**src/rtl/stage_m.sv**
```systemverilog
// Memory stage: E/M pipeline register plus a single-outstanding req/ack data-memory port.
// Reports MemBusyM to the hazard unit while a memory op in M is still unacknowledged.
module stage_m #(
   parameter int WIDTH = 32
) (
   input  logic             clk,
   input  logic             rst,
   input  logic [WIDTH-1:0] ALUResultE,
   input  logic [WIDTH-1:0] WriteDataE,
   input  logic [WIDTH-1:0] PCPlus4E,
   input  logic [4:0]       RdE,
   input  logic             RegWriteE,
   input  logic             MemWriteE,
   input  logic [1:0]       ResultSrcE,
   input  logic             armE,
   input  logic             StallM,
   input  logic             FlushM,
   output logic [WIDTH-1:0] ALUResultM,
   output logic [WIDTH-1:0] WriteDataM,
   output logic [WIDTH-1:0] PCPlus4M,
   output logic [4:0]       RdM,
   output logic             RegWriteM,
   output logic             MemWriteM,
   output logic             armM,
   output logic [1:0]       ResultSrcM,
   output logic [WIDTH-1:0] ReadDataM,
   output logic             MemBusyM,
   output logic             mem_req,
   output logic             mem_we,
   output logic [WIDTH-1:0] mem_addr,
   output logic [WIDTH-1:0] mem_wdata,
   input  logic [WIDTH-1:0] mem_rdata,
   input  logic             mem_ack
);

   localparam logic [1:0] S_IDLE = 2'd0;
   localparam logic [1:0] S_WAIT = 2'd1;
   localparam logic [1:0] S_DONE = 2'd2;

   logic [WIDTH-1:0] r_alu_result;
   logic [WIDTH-1:0] r_write_data;
   logic [WIDTH-1:0] r_pc_plus4;
   logic [4:0]       r_rd;
   logic             r_reg_write;
   logic             r_mem_write;
   logic             r_arm;
   logic [1:0]       r_result_src;
   logic [1:0]       r_state;
   logic [1:0]       w_state_nxt;
   logic [WIDTH-1:0] r_rdq;
   logic [WIDTH-1:0] w_rdq_nxt;
   logic             w_memop;
   logic             w_busy;
   logic             w_advance;

   assign w_memop   = r_mem_write | (r_result_src == 2'b01);
   assign w_busy    = w_memop & ~mem_ack & (r_state != S_DONE);
   assign w_advance = ~StallM & ~w_busy;

   // E/M pipeline register: hold beats flush, flush loads an all-zero bubble
   always_ff @(posedge clk or negedge rst) begin
      if (!rst) begin
         r_alu_result <= '0;
         r_write_data <= '0;
         r_pc_plus4   <= '0;
         r_rd         <= 5'd0;
         r_reg_write  <= 1'b0;
         r_mem_write  <= 1'b0;
         r_arm        <= 1'b0;
         r_result_src <= 2'b00;
      end else if (w_advance) begin
         if (FlushM) begin
            r_alu_result <= '0;
            r_write_data <= '0;
            r_pc_plus4   <= '0;
            r_rd         <= 5'd0;
            r_reg_write  <= 1'b0;
            r_mem_write  <= 1'b0;
            r_arm        <= 1'b0;
            r_result_src <= 2'b00;
         end else begin
            r_alu_result <= ALUResultE;
            r_write_data <= WriteDataE;
            r_pc_plus4   <= PCPlus4E;
            r_rd         <= RdE;
            r_reg_write  <= RegWriteE;
            r_mem_write  <= MemWriteE;
            r_arm        <= armE;
            r_result_src <= ResultSrcE;
         end
      end
   end

   // Handshake FSM; an ack that lands while held parks the data in rdq (DONE) so the op is never reissued
   always_comb begin
      w_state_nxt = r_state;
      w_rdq_nxt   = r_rdq;
      case (r_state)
         S_IDLE: begin
            if (w_memop) begin
               if (mem_ack) begin
                  if (StallM) begin
                     w_state_nxt = S_DONE;
                     w_rdq_nxt   = mem_rdata;
                  end else begin
                     w_state_nxt = S_IDLE;
                  end
               end else begin
                  w_state_nxt = S_WAIT;
               end
            end else begin
               w_state_nxt = S_IDLE;
            end
         end
         S_WAIT: begin
            if (mem_ack) begin
               w_rdq_nxt   = mem_rdata;
               w_state_nxt = StallM ? S_DONE : S_IDLE;
            end else begin
               w_state_nxt = S_WAIT;
            end
         end
         S_DONE: begin
            w_state_nxt = StallM ? S_DONE : S_IDLE;
         end
         default: begin
            w_state_nxt = S_IDLE;
         end
      endcase
   end

   // FSM state and captured load data
   always_ff @(posedge clk or negedge rst) begin
      if (!rst) begin
         r_state <= S_IDLE;
         r_rdq   <= '0;
      end else begin
         r_state <= w_state_nxt;
         r_rdq   <= w_rdq_nxt;
      end
   end

   assign ALUResultM = r_alu_result;
   assign WriteDataM = r_write_data;
   assign PCPlus4M   = r_pc_plus4;
   assign RdM        = r_rd;
   assign RegWriteM  = r_reg_write;
   assign MemWriteM  = r_mem_write;
   assign armM       = r_arm;
   assign ResultSrcM = r_result_src;
   assign MemBusyM   = w_busy;
   assign mem_req    = w_memop & (r_state != S_DONE);
   assign mem_we     = r_mem_write;
   assign mem_addr   = r_alu_result;
   assign mem_wdata  = r_write_data;
   assign ReadDataM  = (r_state == S_DONE) ? r_rdq : mem_rdata;

endmodule

```
**config.mk**
```make
export PLATFORM = sky130hd
export DESIGN_NAME = stage_m
export DESIGN_NICKNAME = d
export VERILOG_FILES = /design/src/rtl/stage_m.sv
export SDC_FILE = /design/constraint.sdc
export NUM_CORES = 1
export LEC_CHECK = 0
export BUFFER_PORTS_ARGS = -buffer_cell sky130_fd_sc_hd__buf_2
export CAP_MARGIN = 20
export CORE_AREA = 5 5 132 134
export DETAILED_ROUTE_END_ITERATION = 7
export DIE_AREA = 0 0 137 139
export MAX_ROUTING_LAYER = met4
export PLACE_DENSITY = 0.75
export SLEW_MARGIN = 30
export SYNTH_ARGS = -nofsm -noshare
export SYNTH_HDL_FRONTEND = slang
export SYNTH_SLANG_ARGS = --single-unit
```
**constraint.sdc**
```tcl
create_clock -name clk -period 4.6 [get_ports clk]
set_input_delay 0.46 -clock clk [delete_from_list [all_inputs] [get_ports clk]]
set_output_delay 0.46 -clock clk [all_outputs]
set_load 0.01 [all_outputs]
```
== After elaboration in Yosys (flattened, before gate mapping) ==
Index checks and enable logic that the tools add are counted.
Widths: inputs -> output; s select.

* $add $sub $neg: 0
* Order comparisons: 0
* $mul: 0
* Reductions and logical operators: 3
* Shifts and indexed selects: 0
* Multiplexer cells: 18
* Divide/modulo/power cells: 0
* Equal/unequal tests: 8
* Bitwise gates (word level): 8

{| class="wikitable"
|+ Operators by type and width
! cell !! count
|-
| $mux 32 || 8
|-
| $pmux 32 s2 || 1
|-
| $ne 2x2->1 const B || 5
|-
| $mux 2 || 4
|-
| $pmux 2 s3 || 1
|-
| $mux 5 || 1
|-
| $reduce_and 5->1 || 1
|-
| $and 1x1->1 || 4
|-
| $eq 2x1->1 const B || 2
|-
| $mux 1 || 3
|-
| $not 1->1 || 3
|-
| $eq 2x2->1 const B || 1
|-
| $logic_not 2->1 || 1
|-
| $reduce_bool 2->1 || 1
|-
| $or 1x1->1 || 1
|}

* Flip-flop bits (word level): 140
* Memory bits (read-only): 0
* Memories kept: 0
* RAM bits: 0
* Latch bits: 0
* Output and inout port bits: 205
* Word-level logic and storage cells: 47

== Logic depth before layout (Yosys ltp) ==
* Word-level depth: 6
* Mapped depth: 10

== Least setup slack after synthesis ==
No wires, ideal clock.

* Kind: register -> output
* Start: register r_state[1]
* End: output port MemBusyM
* Data arrival time: 1.489 ns
* Stages on the path, launching flop included: 8
* Setup slack: 2.651 ns
* Cell sequence: dfrtp_1 -> and2b_1 -> buf_4 -> nor2_2 -> o21ai_4 -> inv_4 -> clkbuf_1 -> buf_2

* Longest elaborated chain between the ends: 2

{| class="wikitable"
|+ RTL lines
! what !! RTL line !! text
|-
| start: declaration || 48 || <nowiki>logic [1:0] r_state;</nowiki>
|-
| start signal: assignment || 138 || <nowiki>r_state <= w_state_nxt;</nowiki>
|-
| $ne 2x2->1 || 57 || <nowiki>assign w_busy = w_memop & ~mem_ack & (r_state != S_DONE);</nowiki>
|-
| $and 1x1->1 || 57 ||
|-
| end: declaration || 27 || <nowiki>output logic MemBusyM,</nowiki>
|}

No other way between the ends.

== Worst setup path in the final report ==
* Start: register r_state[1]
* End: register r_alu_result[18] (netlist: ALUResultM[18])

* Longest elaborated chain between the ends: 4

{| class="wikitable"
|+ RTL lines
! what !! RTL line !! text
|-
| $ne 2x2->1 || 57 ||
|-
| $and 1x1->1 || 57 ||
|-
| $not 1->1 || 58 || <nowiki>assign w_advance = ~StallM & ~w_busy;</nowiki>
|-
| $and 1x1->1 || 58 ||
|-
| end signal: assignment || 82 || <nowiki>r_alu_result <= ALUResultE;</nowiki>
|-
| end: declaration || 40 || <nowiki>logic [WIDTH-1:0] r_alu_result;</nowiki>
|}

No other way between the ends.
A chain may end at the register's enable or synchronous reset.

==> impl_results.md <==
- Total global-route track usage: 0.2028
- Largest net degree at the start of global routing: just under 90
- Relative slew slack: 0.4832
- Crit path DAT: approximately 3200 ps
- DR pass1 iterations: 4
- Initial DRC count: 298
- Reg2reg end: ALUResultM[18]$_DFFE_PN0P_
- Vias per cell: 4.978
- Routed via count: between 5000 and 6000
- Crit. End Element: flip-flop
- Worst-Skew Late Latency: around 410 ps
- CTS max path bufs: 2
- Register area share after synthesis: 0.5234
- RSZ-0062 raised after global routing: false
- Setup TNS: 0 ps
- CTS Buf Count: 17
- Clock transition at the registers of the reported paths: ~60 ps
- Remaining DRCs: 0
- R2R cell count: 8
- Port bufs: 347
- DP Wirelength: ~14000 um
- Global-route wire length before repair: 29770 um
- Flop2flop setup slack: between 1500 and 2000 ps
- Reg-to-reg startpoint: r_state[1]$_DFF_PN0_
- PwrDens: 471.3 nW/um^2
- Die height: around 140 um
- Area Overhead vs Synth: 29.23%
- Io pins: between 300 and 400
- Post-synthesis register bit count: between 100 and 150
- Yosys cell types: 24
- Root cell of the clock tree: clkbuf_16
- Row cnt: 47
- Synthesized Nets: approximately 760
- CTS tree: done
- Crit Path Category: flip-flop to flip-flop
- Yosys warning total: 0
- WP data required: slightly below 5000 ps
- Final setup fails: 0
- H-tree levels: 4
- Clk_skew: 8.812 ps
- Slew of the pin with the lowest slew margin: 774.4 ps
- Synth Cell Area: roughly 6700 sq um
- Die area: around 19000 sq um
- Post-CTS sizing: 0
- Gpl congestion: between 0.8 and 0.9
- Worst Hold Path EP: r_state[0]$_DFF_PN0_
- DRT antenna net count: 0
- Status: completed
- Initial antenna violation count: 2
- WL/cell: between 15 and 20 um
- Final Cycle Share: 0.6235
- Maximum vdd drop: about 0.00024 V
- Sink Count: 140
- Vias in the first global route: approximately 5600
- Die Wd: 137 um
- Final min period: 2868 ps
- Max FO, Critical Path: 60
- Cell count after synthesis: around 620
- Syn_area_per_cell: 10.83 sq um
- Final hold violation count: 0
- Nets: between 1000 and 1500
- CP Launch Type: flip-flop
- Hold Path Stages: 2
- Hold Crit Class: input pin to flip-flop
- Final WL: between 15000 and 20000 um
- Share of cells above drive strength 1: 0.5112
- Remaining Overflow, GRT: 0
- F_max: 0.3487 GHz
- Initial Util: 0.4139
- Slew Limit Fails: 0
- Final Util: 0.5349
- Final setup margin: approximately 1700 ps
- Dpl ws: around 1700 ps
- Core ar.: between 15000 and 20000 sq um
- Pleak: 0.004369 uW
- Hold Startpoint: mem_ack
- Max-cap viol count: 0
==> layer usage <==
| metal | wire length (um) | vias to the layer above | GRT usage |
|---|---|---|---|
| met5 | 0 | - | - |
| met4 | 337 | 0 | 0.06565 |
| met3 | 1642 | 33 | 0.05406 |
| met2 | 9421 | 254 | 0.3217 |
| met1 | 7725 | 2639 | 0.2519 |
| li1 | - | 2610 | - |
==> layout by cell type, fill, tap and decap left out <==
master,synthesis,final
buf_2,2,346
buf_12,0,1
nor2_2,1,2
nor4b_4,0,1
a32o_1,18,18
and2b_1,1,1
a21o_1,1,1
clkbuf_8,0,5
bufinv_16,0,1
inv_6,0,1
a21oi_1,1,1
nor2b_1,1,1
buf_4,69,7
buf_6,7,1
inv_1,1,1
nand2b_1,88,88
o21ai_4,1,1
mux2_2,64,64
nand2_1,3,3
clkbuf_16,0,17
dlygate4sd3_1,0,1
o21ai_1,7,7
o21ai_0,169,169
clkinv_4,0,3
or2_4,0,1
clkinvlp_4,0,2
nor3_1,2,2
inv_4,1,1
o31ai_1,1,1
diode_2,0,2
nor2_1,2,1
clkinv_2,0,1
dfrtp_1,140,140
==> layout make-up <==
cell class              count  area [sq um]
clock inverters             8         85.08
diodes                      2         5.005
fillers                  1453          7521
flip-flops and latches    140          3503
repair buffers            356          1826
clock buffers              22         494.2
multi-input cells         362          2452
well taps                 220         275.3
inverters                   2         10.01
==> worst max-delay path by stage <==
stage / cells after the start / from / to
CTS: 8 / r_state[1]$_DFF_PN0_ / PCPlus4M[9]$_DFFE_PN0P_
floorplan: 7 / r_state[1]$_DFF_PN0_ / MemBusyM
finish: 8 / r_state[1]$_DFF_PN0_ / ALUResultM[18]$_DFFE_PN0P_
detailed placement: 8 / r_state[1]$_DFF_PN0_ / ALUResultM[18]$_DFFE_PN0P_
global placement: 7 / r_state[1]$_DFF_PN0_ / ALUResultM[8]$_DFFE_PN0P_
global route: 8 / r_state[1]$_DFF_PN0_ / PCPlus4M[2]$_DFFE_PN0P_
==> logic make-up (layout without fill, tap and decap cells) <==
kind of cell,Yosys count,in the layout,synth area share
buffers and inverters,116,388,0.1123
and+or+nand+nor,100,100,0.09271
muxes,64,64,0.1077
AOI/OAI and AO/OA,198,198,0.1639
other,0,2,0
DFF,140,140,0.5234
==> stage by stage <==
stage / instances / power [uW] / hold WS (ps) / instance area, sq um
finish: 1112 / 4077 / 274.0 / 8651
global route: 1112 / 4307 / 259.8 / 8651
CTS: 1110 / 4126 / 252.2 / 8646
detailed placement: 1079 / 2780 / 364.6 / 8056
global placement: 1078 / 2742 / 364.4 / 8034
floorplan: 618 / 2393 / 164.4 / 6694
==> report_power, final <==
| group | total, uW | internal, uW | leakage [uW] | switching, uW |
|---|---|---|---|---|
| clock | 1330 | 813 | 0.000281 | 515 |
| combinational | 1070 | 505 | 0.00230 | 563 |
| sequential | 1680 | 1510 | 0.00179 | 167 |
| total | 4080 | 2830 | 0.00437 | 1250 |
==> sequential cells by signal, indices dropped and copies added, names as in the netlist <==
| signal | count |
|---|---|
| RegWriteM | 1 |
| r_rdq | 32 |
| ALUResultM | 32 |
| r_state | 2 |
| armM | 1 |
| RdM | 5 |
| ResultSrcM | 2 |
| MemWriteM | 1 |
| WriteDataM | 32 |
| PCPlus4M | 32 |
==> repair_timing <==
item,CTS,global route
endpoints found under the hold margin,32,0
hold buffers,1,0
buffers inserted,0,0
==> synth_stat cells <==
cell type  instances  area share
a21o_1             1      0.0011
a21oi_1            1     0.00075
a32o_1            18       0.027
and2b_1            1      0.0011
buf_2              2      0.0015
buf_4             69       0.077
buf_6              7       0.012
clkbuf_1          36       0.020
dfrtp_1          140        0.52
inv_1              1     0.00056
inv_4              1     0.00094
mux2_2            64        0.11
nand2_1            3      0.0017
nand2b_1          88       0.082
nor2_1             2      0.0011
nor2_2             1     0.00094
nor2b_1            1     0.00094
nor3_1             2      0.0015
nor4b_2            1      0.0022
o21ai_0          169        0.13
o21ai_1            7      0.0052
o21ai_4            1      0.0024
o31ai_1            1      0.0011
or2_1              1     0.00094
==> worst max-delay path: stages (launching register included) <==
cell and delay, ps:
dfrtp_1 430, and2b_1 180, buf_4 260, nor2_2 230, o21ai_4 200, inv_4 360
or2_4 630, buf_12 280, o21ai_0 120
(Power assumes the default switching activity.)
